==> src/rtl/tl_tx_ecrc_gen.sv <==
// TX End-to-End CRC generator: accumulates CRC-32 over each TLP and appends the ECRC digest.
// Optional macro TL_TX_ECRC_ERR_INJ_EN adds i_err_inj (flips digest bit 0 for the TLP).
module tl_tx_ecrc_gen #(
    parameter int DATA_WIDTH       = 256,
    parameter int VALID_DATA_WIDTH = 3
) (
    input  logic                        i_clk,
    input  logic                        i_rst,
    input  logic                        i_cfg_ecrc_gen_en,
    input  logic [DATA_WIDTH-1:0]       i_data,
    input  logic                        i_sop,
    input  logic                        i_eop,
    input  logic [VALID_DATA_WIDTH-1:0] i_length,
    input  logic                        i_td,
    input  logic                        i_valid,
    output logic                        o_ready,
    output logic [DATA_WIDTH-1:0]       o_data,
    output logic                        o_sop,
    output logic                        o_eop,
    output logic [VALID_DATA_WIDTH-1:0] o_length,
    output logic                        o_valid,
    input  logic                        i_ready
`ifdef TL_TX_ECRC_ERR_INJ_EN
   ,input  logic                        i_err_inj
`endif
);

    localparam int          NUM_DW   = DATA_WIDTH / 32;
    localparam logic [31:0] CRC_POLY = 32'h04C1_1DB7;
    localparam logic [31:0] CRC_SEED = 32'hFFFF_FFFF;

    typedef enum logic {ST_PASS, ST_XTRA} state_t;

    state_t      state_q;
    logic [31:0] crc_q;
    logic        gen_q;
    logic        accept;
    logic        gen_cur;
    logic        inj_cur;
    logic        full_eop;
    logic [VALID_DATA_WIDTH-1:0] last_dw;
    logic [DATA_WIDTH-1:0]       crc_data;
    logic [DATA_WIDTH-1:0]       ins_data;
    logic [31:0] crc_next;
    logic [31:0] digest;

`ifdef TL_TX_ECRC_ERR_INJ_EN
    logic inj_q;
    assign inj_cur = i_sop ? (i_err_inj & i_td & i_cfg_ecrc_gen_en) : inj_q;
`else
    assign inj_cur = 1'b0;
`endif

    assign o_ready  = (~o_valid | i_ready) & (state_q == ST_PASS);
    assign accept   = i_valid & o_ready;
    assign gen_cur  = i_sop ? (i_td & i_cfg_ecrc_gen_en) : gen_q;
    assign full_eop = &i_length;
    assign last_dw  = i_eop ? i_length : VALID_DATA_WIDTH'(NUM_DW - 1);
    assign digest   = crc_next ^ {31'b0, inj_cur};

    // Type[0] and EP are treated as 1 for the CRC only, so the digest survives EP poisoning en route.
    always_comb begin
        crc_data = i_data;
        if (i_sop) begin
            crc_data[DATA_WIDTH-8]  = 1'b1;
            crc_data[DATA_WIDTH-18] = 1'b1;
        end
    end

    always_comb begin
        logic [DATA_WIDTH-1:0] sh;
        logic [31:0]           c;
        logic                  fb;
        sh = crc_data;
        c  = i_sop ? CRC_SEED : crc_q;
        fb = 1'b0;
        for (int unsigned dw = 0; dw < NUM_DW; dw++) begin
            for (int unsigned b = 0; b < 32; b++) begin
                if (dw <= 32'(last_dw)) begin
                    fb = c[31] ^ sh[DATA_WIDTH-1];
                    c  = {c[30:0], 1'b0} ^ (fb ? CRC_POLY : '0);
                end
                sh = sh << 1;
            end
        end
        crc_next = c;
    end

    always_comb begin
        logic [DATA_WIDTH-1:0] sh;
        logic [31:0]           w;
        sh       = i_data;
        ins_data = '0;
        for (int unsigned dw = 0; dw < NUM_DW; dw++) begin
            w  = sh[DATA_WIDTH-1 -: 32];
            sh = sh << 32;
            if (dw <= 32'(i_length))
                ins_data = {ins_data[DATA_WIDTH-33:0], w};
            else if (dw == 32'(i_length) + 32'd1)
                ins_data = {ins_data[DATA_WIDTH-33:0], digest};
            else
                ins_data = {ins_data[DATA_WIDTH-33:0], 32'h0};
        end
    end

    always_ff @(posedge i_clk or posedge i_rst) begin
        if (i_rst) begin
            state_q  <= ST_PASS;
            crc_q    <= CRC_SEED;
            gen_q    <= 1'b0;
            o_valid  <= 1'b0;
            o_sop    <= 1'b0;
            o_eop    <= 1'b0;
            o_length <= '0;
            o_data   <= '0;
`ifdef TL_TX_ECRC_ERR_INJ_EN
            inj_q    <= 1'b0;
`endif
        end else begin
            if (o_valid && i_ready)
                o_valid <= 1'b0;
            case (state_q)
                ST_PASS: begin
                    if (accept) begin
                        o_valid  <= 1'b1;
                        o_sop    <= i_sop;
                        o_eop    <= i_eop;
                        o_length <= i_length;
                        o_data   <= i_data;
                        gen_q    <= gen_cur;
                        crc_q    <= crc_next;
`ifdef TL_TX_ECRC_ERR_INJ_EN
                        inj_q    <= inj_cur;
`endif
                        if (i_eop && gen_cur) begin
                            if (full_eop) begin
                                // No free slot: park the digest in crc_q for the extra beat.
                                o_eop   <= 1'b0;
                                crc_q   <= digest;
                                state_q <= ST_XTRA;
                            end else begin
                                o_data   <= ins_data;
                                o_length <= i_length + VALID_DATA_WIDTH'(1);
                            end
                        end
                    end
                end
                ST_XTRA: begin
                    if (!o_valid || i_ready) begin
                        o_valid  <= 1'b1;
                        o_sop    <= 1'b0;
                        o_eop    <= 1'b1;
                        o_length <= '0;
                        o_data   <= {crc_q, {(DATA_WIDTH-32){1'b0}}};
                        state_q  <= ST_PASS;
                    end
                end
                default: state_q <= ST_PASS;
            endcase
        end
    end

endmodule

==> config.mk <==
export PLATFORM = sky130hd
export DESIGN_NAME = tl_tx_ecrc_gen
export DESIGN_NICKNAME = d
export VERILOG_FILES = /design/src/rtl/tl_tx_ecrc_gen.sv
export SDC_FILE = /design/constraint.sdc
export NUM_CORES = 2
export LEC_CHECK = 0
export BUFFER_PORTS_ARGS = -buffer_cell sky130_fd_sc_hd__buf_2
export CAP_MARGIN = 20
export CORE_MARGIN = 2
export CORE_UTILIZATION = 50
export CTS_CLUSTER_DIAMETER = 120
export DETAILED_ROUTE_END_ITERATION = 16
export PLACE_DENSITY_LB_ADDON = 0.08
export SLEW_MARGIN = 30
export SYNTH_ARGS = -nofsm -noshare
export SYNTH_HDL_FRONTEND = slang
export SYNTH_SLANG_ARGS = --single-unit
==> constraint.sdc <==
create_clock -name i_clk -period 35.5 [get_ports i_clk]
set_input_delay 1.775 -clock i_clk [delete_from_list [all_inputs] [get_ports i_clk]]
set_output_delay 1.775 -clock i_clk [all_outputs]
set_load 0.1 [all_outputs]
# == Word level (Yosys, flattened, before mapping) ==
# Index checks and enable logic that the tools add are counted.
# op_classes
addsub,2
n_lt_le_gt_ge,14
n_eq_ne,9
muxes,526
bitwise,518
reduce_logical,7
# op_table
cell,count
XOR 32 x 27 -> 32 bit,256
two-way mux 32 bit,239
two-way mux 27 bit,256
two-way mux 256 bit,2
one-hot mux 256 bit (2 select lines),1
two-way mux 224 bit,2
XOR 1 bit,256
equality test 3 x 32 -> 1 bit (first input constant),3
equality test 2 x 32 -> 1 bit (first input constant),2
equality test 1 x 32 -> 1 bit (first input constant),1
less-or-equal comparator 3 bit (first input constant),8
two-way mux 1 bit,16
two-way mux 3 bit,5
less-or-equal comparator 2 x 3 -> 1 bit (first input constant),4
one-hot mux 1 bit (2 select lines),4
less-or-equal comparator 1 x 3 -> 1 bit (first input constant),2
one-hot mux 3 bit (2 select lines),1
adder 3 x 1 -> 4 bit (second input constant),1
equality test 3 x 4 -> 1 bit (first input constant),1
AND reduction 2 bit,2
adder 3 x 1 -> 3 bit (second input constant),1
bitwise AND 1 bit,3
AND reduction 3 bit,1
logical AND 1 bit,2
other kinds (6),7
# word_totals
register_bits,296
inputBits,267
output_inout_bits,263
word_cells,1084

# == Longest topological paths before layout ==
# logic_depth
depth_word,999
depth_mapped,112
depth_no_buf,97

# == Worst setup path before layout ==
# OpenSTA, ideal clock, no wires.
# synth_path
path_type,input-to-reg
startpoint,input i_data[255]
endpoint,register o_data[167]
setup_time_ns,0.126
t_arrival_ns,32.176
t_required_ns,35.374
slack_ns,3.198
cell_stages,98
path_buffers,2
path_cell_list,buf_4 xor2_1 xnor3_2 xnor3_2 xnor2_1 xnor3_2 xnor3_1 xnor2_2 xnor3_1 o21ai_2 xor2_4 xor3_2 xor2_1 xnor3_1 mux2_4 o221ai_4 xor3_2 xnor3_1 [... 62 more ...] xnor2_2 xnor3_1 or3b_2 a21oi_1 a2bb2oi_2 xnor2_4 xnor3_1 nor2_1 xnor3_2 xor2_1 nand2_2 xnor3_1 a21oi_1 xor3_1 xnor3_1 a21oi_4 o21ai_1 a221o_1
# synth_lines
element,line,text
start: declaration,10,"input logic [DATA_WIDTH-1:0] i_data,"
end signal: assignment,129,o_data <= i_data;
end signal: assignment,142,o_data <= ins_data;
end signal: assignment,154,"o_data <= {crc_q, {(DATA_WIDTH-32){1'b0}}};"
end: declaration,17,"output logic [DATA_WIDTH-1:0] o_data,"

==> run_results.csv <==
group,metric,value,unit
outcome,status,"finished, final reports clean",
cts,clock_latency,0.60,ns
yosys,synth.cell_area,57600,um^2
sta,fin_crit,34.61,ns
sta,drv_slew,0,
yosys,synth_area_per_cell,10.2,um^2
sta,fin_tns_setup,0,ns
floorplanning,die_area,118000,um^2
cts,cts-root-buf,"clkbuf_16",
drt,vias_per_cell,6.02,
placement,port_buffers,529,
setup_path,cp_max_fo,9,
setup_path,slowest_stage,"xor3_1",
global_route,grt_overflow,0,
sta,final-hold-violation-count,0,
setup_path,endpoint_kind,"flip-flop",
yosys,synth_seq_area_share,12.9,%
setup_path,cp_common_cell,"xnor3_1",
sta,skew,0.0387,ns
cts,hold_buffers,0,
yosys,synth_cells,5631,
floorplanning,rows,124,
yosys,synth_ff_type,"dfrtp_1",
floorplanning,initial_utilization,50.4,%
sta,worst_slew_pin_slew,1.03,ns
sta,finalCritPeriodShare,97.5,%
drt,wl_met1,103000,um
cts,tritoncts,"yes",
drt,dr.pass1.iters,5,
global_route,grt_pass1_vias,46900,
job,drv_cap,0,
floorplanning,ios,530,
floorplanning,core_area,114000,um^2
placement,hpwl,219000,um
drt,num_vias,48300,
drt,wl_met3,26000,um
yosys,synth_edf_count,0,
setup_path,timing.critical_path.buf_inv,8,
floorplanning,die_w,343,um
yosys,synthTopCellsByArea,"xnor2_1, xnor3_1, dfrtp_1",
yosys,synth_top_area_share,22.0,%
cells_and_area,final_util,58.1,%
cells_and_area,final_layout_size_suffix_gt1_share,25.6,%
cts,cts-htree-levels,2,
global_route,track_usage,44.1,%
yosys,synth_seq_cells,296,
floorplanning,die_h,343,um
cts,path_clk_slew,0.06,ns
drt,drtIter0Drc,5677,
drt,top_layer,"met5",
sta,holdWs,0.470,ns
drt,wl,266000,um
sta,rsz0062_at_grt,"no",
yosys,syn_nets,5905,
cells_and_area,layout.nets,6743,
yosys,yosys_warnings,0,
setup_path,slowest_delay,0.65,ns
setup_path,cp_data_required_time,35.96,ns
drt,met2WireLength,117000,um
sta,fmax,0.0289,GHz
cells_and_area,area_growth,15.3,%
cts,cts_num_sinks,296,
cts,cts_buffer_depth,3,
yosys,synth_area_leader_cell,"xnor2_1",
cts,post_cts_resize_count,0,
setup_path,critical_path_arrival,35.07,ns
drt,drcViolationCount,0,
yosys,async_flop_share,100,%
setup_path,path_delay_family,"XOR/XNOR gates",
global_route,grt_max_degree,112,
sta,slew_headroom,31.2,%
drt,antenna_left,0,
cts,cts_buffers,36,
cts,post_cts_buffers,0,
global_route,antenna_found_initial,19,
global_route,grt_pass1_wl,365000,um
setup_path,cp-start-kind,"input port",
yosys,synthDistinctLibCells,132,
setup_path,critPathKind,"input port to flip-flop",
placement,place_congestion,1.05,
sta,setup_viol,0,
drt,wl_per_cell,33.1,um
worst_hold_path,hold_path.class,"flip-flop to flip-flop",
cells in the final DEF, fill, tap and decap left out, types with 37 or more instances in the layout:
master,synthesis,layout
o21ai_0,185,184
buf_2,25,528
xnor2_1,1449,1444
xnor2_2,86,89
xor2_1,509,508
dfrtp_1,264,263
inv_1,38,37
o21ai_1,233,229
a21oi_2,49,51
nand2_1,310,302
nor2_1,329,318
a21oi_1,250,236
nor3_1,43,42
xnor3_1,498,497
xnor3_2,39,40
a22oi_1,217,217
clkbuf_16,1,37
buf_4,39,607
xor3_1,105,105
mux2i_1,113,109
logic make-up (layout without fill, tap and decap cells):
logic type	count (synthesis)	after routing	synth area share [%]
DFF	296	296	12.9
muxes	145	145	2.69
buffers and inverters	410	1275	4.73
adders and majority gates	7	7	0.152
and+or+nand+nor	854	854	6.49
AOI/OAI and AO/OA	1177	1177	13.2
xor gates and xnor gates	2742	2742	59.8
other	0	9	0
flip-flops by register name, indices dropped and copies added, names as in the netlist:
| signal | count |
|---|---|
| gen_q | 1 |
| state_q | 1 |
| o_valid | 1 |
| crc_q | 32 |
| o_sop | 1 |
| o_eop | 1 |
| o_data | 256 |
| o_length | 3 |
through the flow:
stage	instance area [um^2]	setup slack, ns	std cells
global placement	65000	0.156	7940
CTS	66300	0.424	8006
detailed placement	65100	-0.0762	7941
finish	66500	0.893	8017
floorplan	57600	3.20	5631
global route	66400	0.0496	8011
layer usage:
metal  vias up  track usage, %
met3       632            8.88
met1     24000            57.5
li1      20900               -
met2      2767            67.3
met5         -               0
met4        14            27.1
synth_stat cells (113+ instances only):
cell type,instances
nor2_1,329
a21oi_1,250
xor2_1,509
nand2_1,310
a22oi_1,217
clkbuf_1,128
o21ai_0,185
mux2i_1,113
xnor2_1,1449
xnor3_1,498
o21ai_1,233
dfrtp_1,264
layout make-up:
class                           instances  area, um^2
Inverter                               42         165
Tap cell                             1512        1890
Timing Repair Buffer                 1168        7870
Fill cell                           10400       47900
Multi-Input combinational cell       4925       47900
Antenna cell                            9        22.5
Clock inverter                         16         164
Sequential cell                       296        7450
Clock buffer                           49        1020
tightest hold or removal path, cell delays in order (launching register included):
cell and delay (ns):
dfstp_2 0.38, nand2_1 0.05, nand2_1 0.04
path summary, 6_finish.rpt:
kind	start	end	slack, ns	cells after the start
worst max register to register	crc_q[29]$_DFFE_PP1P_	o_data[188]$_DFFE_PP0P_	1.66	104
worst min register to register	crc_q[19]$_DFFE_PP1P_	crc_q[19]$_DFFE_PP1P_	0.47	2
worst min-delay path	crc_q[19]$_DFFE_PP1P_	crc_q[19]$_DFFE_PP1P_	0.47	2
worst max-delay path	i_data[238]	o_data[188]$_DFFE_PP0P_	0.89	105
max in group asynchronous	i_rst	o_data[145]$_DFFE_PP0P_	32.29	5
min in group asynchronous	i_rst	o_data[10]$_DFFE_PP0P_	1.35	2
Power is left out: the tool's default activity adds up to more than one toggle a clock period on the data nets, which glitch-free logic cannot reach.
